**src/rtl/eth_pcs_rx_sync_ctrl.sv**
```systemverilog
// 10GBASE-R RX block-alignment sequencer between the RX gearbox and block-sync.
// Turns slip requests into gearbox bitslips, masks settling blocks, bounds each hunt.
module eth_pcs_rx_sync_ctrl #(
  parameter int SLIP_WAIT  = 4,
  parameter int MAX_SLIPS  = 132,
  parameter int FAIL_HOLD  = 1024,
  parameter int W_SLIP_CNT = 8
) (
  input  logic                  i_clk,
  input  logic                  i_reset,
  input  logic                  i_valid,
  input  logic                  i_slip_req,
  input  logic                  i_rx_lock,
  output logic                  o_bs_valid,
  output logic                  o_bs_reset,
  output logic                  o_gb_slip,
  output logic [W_SLIP_CNT-1:0] o_slip_cnt,
  output logic                  o_rx_status,
  output logic                  o_align_err
);

  localparam int W_WAIT = (SLIP_WAIT > 1) ? $clog2(SLIP_WAIT) : 1;
  localparam int W_FAIL = (FAIL_HOLD > 1) ? $clog2(FAIL_HOLD) : 1;

  typedef enum logic [2:0] {
    ST_RESTART,
    ST_HUNT,
    ST_SLIP_WAIT,
    ST_LOCKED,
    ST_FAIL
  } state_t;

  state_t                r_state;
  logic [W_SLIP_CNT-1:0] r_slip_cnt;
  logic [W_WAIT-1:0]     r_wait_cnt;
  logic [W_FAIL-1:0]     r_fail_cnt;
  logic                  r_gb_slip;
  logic                  r_rx_status;
  logic                  r_align_err;

  logic w_bs_open;
  logic w_accept;
  logic w_slip_last;
  logic w_wait_done;
  logic w_fail_done;

  // Block-sync only sees blocks while it is allowed to judge alignment.
  assign w_bs_open   = (r_state == ST_HUNT) || (r_state == ST_LOCKED);
  assign w_accept    = i_slip_req & o_bs_valid;
  assign w_slip_last = (r_slip_cnt == W_SLIP_CNT'(MAX_SLIPS - 1));
  assign w_wait_done = (r_wait_cnt == W_WAIT'(SLIP_WAIT - 1));
  assign w_fail_done = (r_fail_cnt == W_FAIL'(FAIL_HOLD - 1));

  assign o_bs_valid  = i_valid & w_bs_open;
  assign o_bs_reset  = (r_state == ST_RESTART);
  assign o_gb_slip   = r_gb_slip;
  assign o_slip_cnt  = r_slip_cnt;
  assign o_rx_status = r_rx_status;
  assign o_align_err = r_align_err;

  always_ff @(posedge i_clk or posedge i_reset) begin
    if (i_reset) begin
      r_state     <= ST_RESTART;
      r_slip_cnt  <= '0;
      r_wait_cnt  <= '0;
      r_fail_cnt  <= '0;
      r_gb_slip   <= 1'b0;
      r_rx_status <= 1'b0;
      r_align_err <= 1'b0;
    end else begin
      r_gb_slip <= 1'b0;
      case (r_state)
        ST_RESTART: begin
          r_slip_cnt  <= '0;
          r_rx_status <= 1'b0;
          r_state     <= ST_HUNT;
        end

        ST_HUNT: begin
          if (w_accept) begin
            if (w_slip_last) begin
              // Hunt exhausted: the final request is swallowed, no bitslip.
              r_state     <= ST_FAIL;
              r_fail_cnt  <= '0;
              r_align_err <= 1'b1;
            end else begin
              r_state    <= ST_SLIP_WAIT;
              r_slip_cnt <= r_slip_cnt + W_SLIP_CNT'(1);
              r_wait_cnt <= '0;
              r_gb_slip  <= 1'b1;
            end
          end else if (i_rx_lock) begin
            r_state     <= ST_LOCKED;
            r_slip_cnt  <= '0;
            r_align_err <= 1'b0;
            r_rx_status <= 1'b1;
          end
        end

        ST_SLIP_WAIT: begin
          // Settling is measured in gearbox beats, not clocks.
          if (i_valid) begin
            if (w_wait_done) begin
              r_state <= ST_HUNT;
            end else begin
              r_wait_cnt <= r_wait_cnt + W_WAIT'(1);
            end
          end
        end

        ST_LOCKED: begin
          if (w_accept) begin
            r_state     <= ST_SLIP_WAIT;
            r_slip_cnt  <= W_SLIP_CNT'(1);
            r_wait_cnt  <= '0;
            r_gb_slip   <= 1'b1;
            r_rx_status <= 1'b0;
          end else if (!i_rx_lock) begin
            r_state     <= ST_HUNT;
            r_rx_status <= 1'b0;
          end
        end

        ST_FAIL: begin
          if (w_fail_done) begin
            r_state <= ST_RESTART;
          end else begin
            r_fail_cnt <= r_fail_cnt + W_FAIL'(1);
          end
        end

        default: begin
          r_state     <= ST_RESTART;
          r_rx_status <= 1'b0;
        end
      endcase
    end
  end

endmodule

```
**config.mk**
```make
export PLATFORM = sky130hd
export DESIGN_NAME = eth_pcs_rx_sync_ctrl
export DESIGN_NICKNAME = d
export VERILOG_FILES = /design/src/rtl/eth_pcs_rx_sync_ctrl.sv
export SDC_FILE = /design/constraint.sdc
export NUM_CORES = 1
export LEC_CHECK = 0
export CAP_MARGIN = 40
export CORE_MARGIN = 5
export CORE_UTILIZATION = 58
export CTS_BUF_LIST = sky130_fd_sc_hd__clkbuf_8
export DETAILED_ROUTE_END_ITERATION = 12
export GPL_ROUTABILITY_DRIVEN = 0
export PLACE_DENSITY = 0.86
export SKIP_CTS_REPAIR_TIMING = 1
export SLEW_MARGIN = 20
export SYNTH_ARGS = -nofsm -noshare
export SYNTH_HDL_FRONTEND = slang
export SYNTH_SLANG_ARGS = --single-unit
```
**constraint.sdc**
```tcl
create_clock -name i_clk -period 1.9 [get_ports i_clk]
set_input_delay 0.19 -clock i_clk [delete_from_list [all_inputs] [get_ports i_clk]]
set_output_delay 0.19 -clock i_clk [all_outputs]
set_load 0.02 [all_outputs]
```
==> metrics, run 1 <==
Clock Skew=0.00819 ns; Antenna diodes=0; Max-Slew Margin vs Limit=a little under 80%; number of nets in the final layout=about 190; antenna violations before repair=0; vias in the first global route=1,409; register-to-register path setup slack=roughly 0.12 ns; post-route fraction of the period consumed by the critical path=a little over 90%; clock transition time at the flip-flop clock pins of the worst setup and hold paths=~0.10 ns; chip width=about 63 µm; power per cell area=936 nW/µm²; actual transition at the worst max-transition pin=approximately 0.35 ns; number of rows created at floorplan=19; final wirelength=between 3000 and 4000 µm; data required time of the critical path=around 2.1 ns; highest net fanout along the worst path=6; total vias in the final route=1,402; global-route wire length before repair=just under 7000 µm; CTS sink count=26; clock latency at the later pin of the worst-skew pair=~0.27 ns; number of buffers inserted during clock tree synthesis=3; reg-to-reg endpoint=r_state[1]; part of the Yosys area used for sequential elements=40.7%; class of the most critical setup path=reg2reg; fraction of synthesized cell area taken by the top area cell type=40.7%; average wire per cell in the routed design=between 15 and 20 µm; Die Span Y=around 63 µm; top library cells by usage in the layout, fill and taps aside=sky130_fd_sc_hd__dfrtp_1 (22), sky130_fd_sc_hd__clkdlybuf4s50_1 (15), sky130_fd_sc_hd__nand2_1 (14); standby leakage power=~0.89 nW; data arrival time of the worst path=between 1.5 and 2 ns; Hold Slack=~0.26 ns; Post-DP HPWL=roughly 2600 µm; root buffer cell=sky130_fd_sc_hd__clkbuf_8; overall die area=between 3000 and 4000 µm²; core region area=between 2000 and 3000 µm²; Layout Area Growth over Synthesis=24.2%; # Max-Cap Violations=0; fraction of registers with async set/reset=between 90% and 100%; clock tree from TritonCTS=built; number of distinct library cells after synthesis=50; routed length on met2=~1900 µm; worst slack at placement=between 0.02 and 0.03 ns; net count after synthesis=164; H-tree depth=1; total length of routed met3 wires=about 140 µm; total global routing overflow=0; Post-synth EDFFs=0; nature of the critical path startpoint=register; IO Pins=18; smallest setup slack after layout=0.122 ns; non-filler instance count after layout=roughly 220; DRC violation count after routing=0; number of instances in the synthesized netlist=~160; Top Metal Used=met4; number of nets with antenna violations after detailed routing=0; drt initial violations=between 100 and 150; worst-case vdd ir drop=~0.00080 V; flip-flop and latch count after synthesis=26; starting density of the core=between 50 and 60%; cell taking the most area after synthesis=sky130_fd_sc_hd__dfrtp_1; post-route setup TNS=0 ns; overall power=about 1.9 mW; number of hold violations in the final report=0; path depth of the worst reg2reg path=5; Max Freq=~560 MHz; Placed Cells incl. Taps=between 200 and 250; number of pins exceeding their max-slew limit in the final report=0; count of final setup violators=0; most common flop cell mapped by yosys=sky130_fd_sc_hd__dfrtp_1; fraction of final layout cells sized beyond drive strength 1=about a fifth; most common cell after layout, fill and taps aside=sky130_fd_sc_hd__dfrtp_1; largest net degree at the start of global routing=27; maximum buffer depth of the clock tree=2; RSZ-0062 raised after global routing=no; time the final worst path needs with I/O delays and setup=around 1.8 ns; post-synthesis instance area=roughly 1600 µm²; post-detailed-route via-to-cell ratio=~6.5; number of port buffers=17; synthesized area per cell=10.3 µm²; worst reg2reg startpoint=r_fail_cnt[0]; class of the tightest hold or removal check=in2async; number of detailed-route iterations in the first pass=4; total of warnings raised by yosys=0; met1 WL=1720 µm; outcome=finished clean; crit end category=register; combined global-route utilization of all metal layers=between 20% and 30%; cell types with the largest area share after synthesis=sky130_fd_sc_hd__dfrtp_1 (41%), sky130_fd_sc_hd__nand2_1 (3.5%), sky130_fd_sc_hd__nand3_1 (3.4%)
[cells by family after synthesis]
kind of cell / synth area share (%)
adder cells (fa/ha/maj): 2.35
XOR/XNOR: 1.09
AO/OA/AOI/OAI: 25.3
multiplexers: 4.61
AND/OR/NAND/NOR: 22.8
flip-flops: 40.7
buffers and inverters: 3.13
[where the power goes]
part / switching [mW] / internal, mW / leakage [nW]
registers: 0.0992 / 0.616 / 0.295
logic: 0.348 / 0.335 / 0.557
clock network: 0.182 / 0.282 / 0.0357
total: 0.629 / 1.23 / 0.888
[metal layers]
metal	up-vias	GRT usage [%]
li1	668	-
met4	0	6.37
met2	32	34.7
met5	-	0
met1	700	28.3
met3	2	2.88
[stage by stage]
stage	cell area [µm²]	utilization [%]
after floorplan	1600	-
after global placement	1890	69.8
after detailed placement	1890	69.8
after CTS	1960	72.4
after global routing	1990	73.4
final	1990	73.4
[critical path, cell delays in order (launching register included)]
cell	delay, ns
sky130_fd_sc_hd__dfrtp_1	0.42
sky130_fd_sc_hd__ha_1	0.27
sky130_fd_sc_hd__nand2_2	0.14
sky130_fd_sc_hd__o41a_1	0.47
sky130_fd_sc_hd__a211oi_1	0.26
sky130_fd_sc_hd__a211oi_1	0.09
[registers in the layout, indices dropped and copies added (netlist names)]
name and flops:
r_state 3, o_gb_slip 1, r_fail_cnt 10, o_align_err 1, r_wait_cnt 2, o_slip_cnt 8
o_rx_status 1
[worst max-delay path by stage]
| stage | startpoint | endpoint | slack, ns | depth (start not counted) |
|---|---|---|---|---|
| 2_1_floorplan | o_slip_cnt[0] | o_slip_cnt[0] | 0.03 | 5 |
| 3_3_place_gp | i_valid | o_slip_cnt[0] | 0.07 | 5 |
| 3_5_place_dp | i_valid | o_slip_cnt[0] | 0.03 | 5 |
| 4_1_cts | r_state[1] | o_bs_reset | -0.1 | 3 |
| 5_1_grt | r_fail_cnt[0] | r_fail_cnt[6] | 0.01 | 6 |
| 6_report | r_fail_cnt[0] | r_state[1] | 0.12 | 5 |
[final cells by class]
class | instances | area [µm²]
clock inverters | 1 | 30.0
multi-input cells | 119 | 915
fillers | 187 | 722
clock buffers | 3 | 41.3
well taps | 31 | 38.8
flip-flops and latches | 26 | 656
inverters | 6 | 22.5
repair buffers | 30 | 285
[Yosys cell counts (2+ instances only)]
cell type and count:
sky130_fd_sc_hd__nand2b_1 5, sky130_fd_sc_hd__a31oi_2 3, sky130_fd_sc_hd__a21oi_1 5, sky130_fd_sc_hd__a31oi_1 6, sky130_fd_sc_hd__nand3b_1 2, sky130_fd_sc_hd__nor3b_1 2
sky130_fd_sc_hd__nor2_1 4, sky130_fd_sc_hd__nand2_1 15, sky130_fd_sc_hd__and3_1 3, sky130_fd_sc_hd__o2bb2ai_1 2, sky130_fd_sc_hd__xnor2_1 2, sky130_fd_sc_hd__mux2_1 3
sky130_fd_sc_hd__a32o_1 2, sky130_fd_sc_hd__nor2b_1 2, sky130_fd_sc_hd__nor3_1 6, sky130_fd_sc_hd__a22o_1 3, sky130_fd_sc_hd__o31ai_1 3, sky130_fd_sc_hd__inv_1 6
sky130_fd_sc_hd__dfrtp_1 26, sky130_fd_sc_hd__clkbuf_1 3, sky130_fd_sc_hd__o21ai_0 4, sky130_fd_sc_hd__mux2i_1 4, sky130_fd_sc_hd__a211oi_1 4, sky130_fd_sc_hd__ha_1 3
sky130_fd_sc_hd__nand3_1 11, sky130_fd_sc_hd__a41oi_1 3
Note: power is estimated with default switching activity, not from simulation.
==> run 2: changes to the inputs <==
- HOLD_SLACK_MARGIN: not set -> 0.06
==> results of run 2 <==
No change in the layout: final DEF, timing and power equal those of run 1.
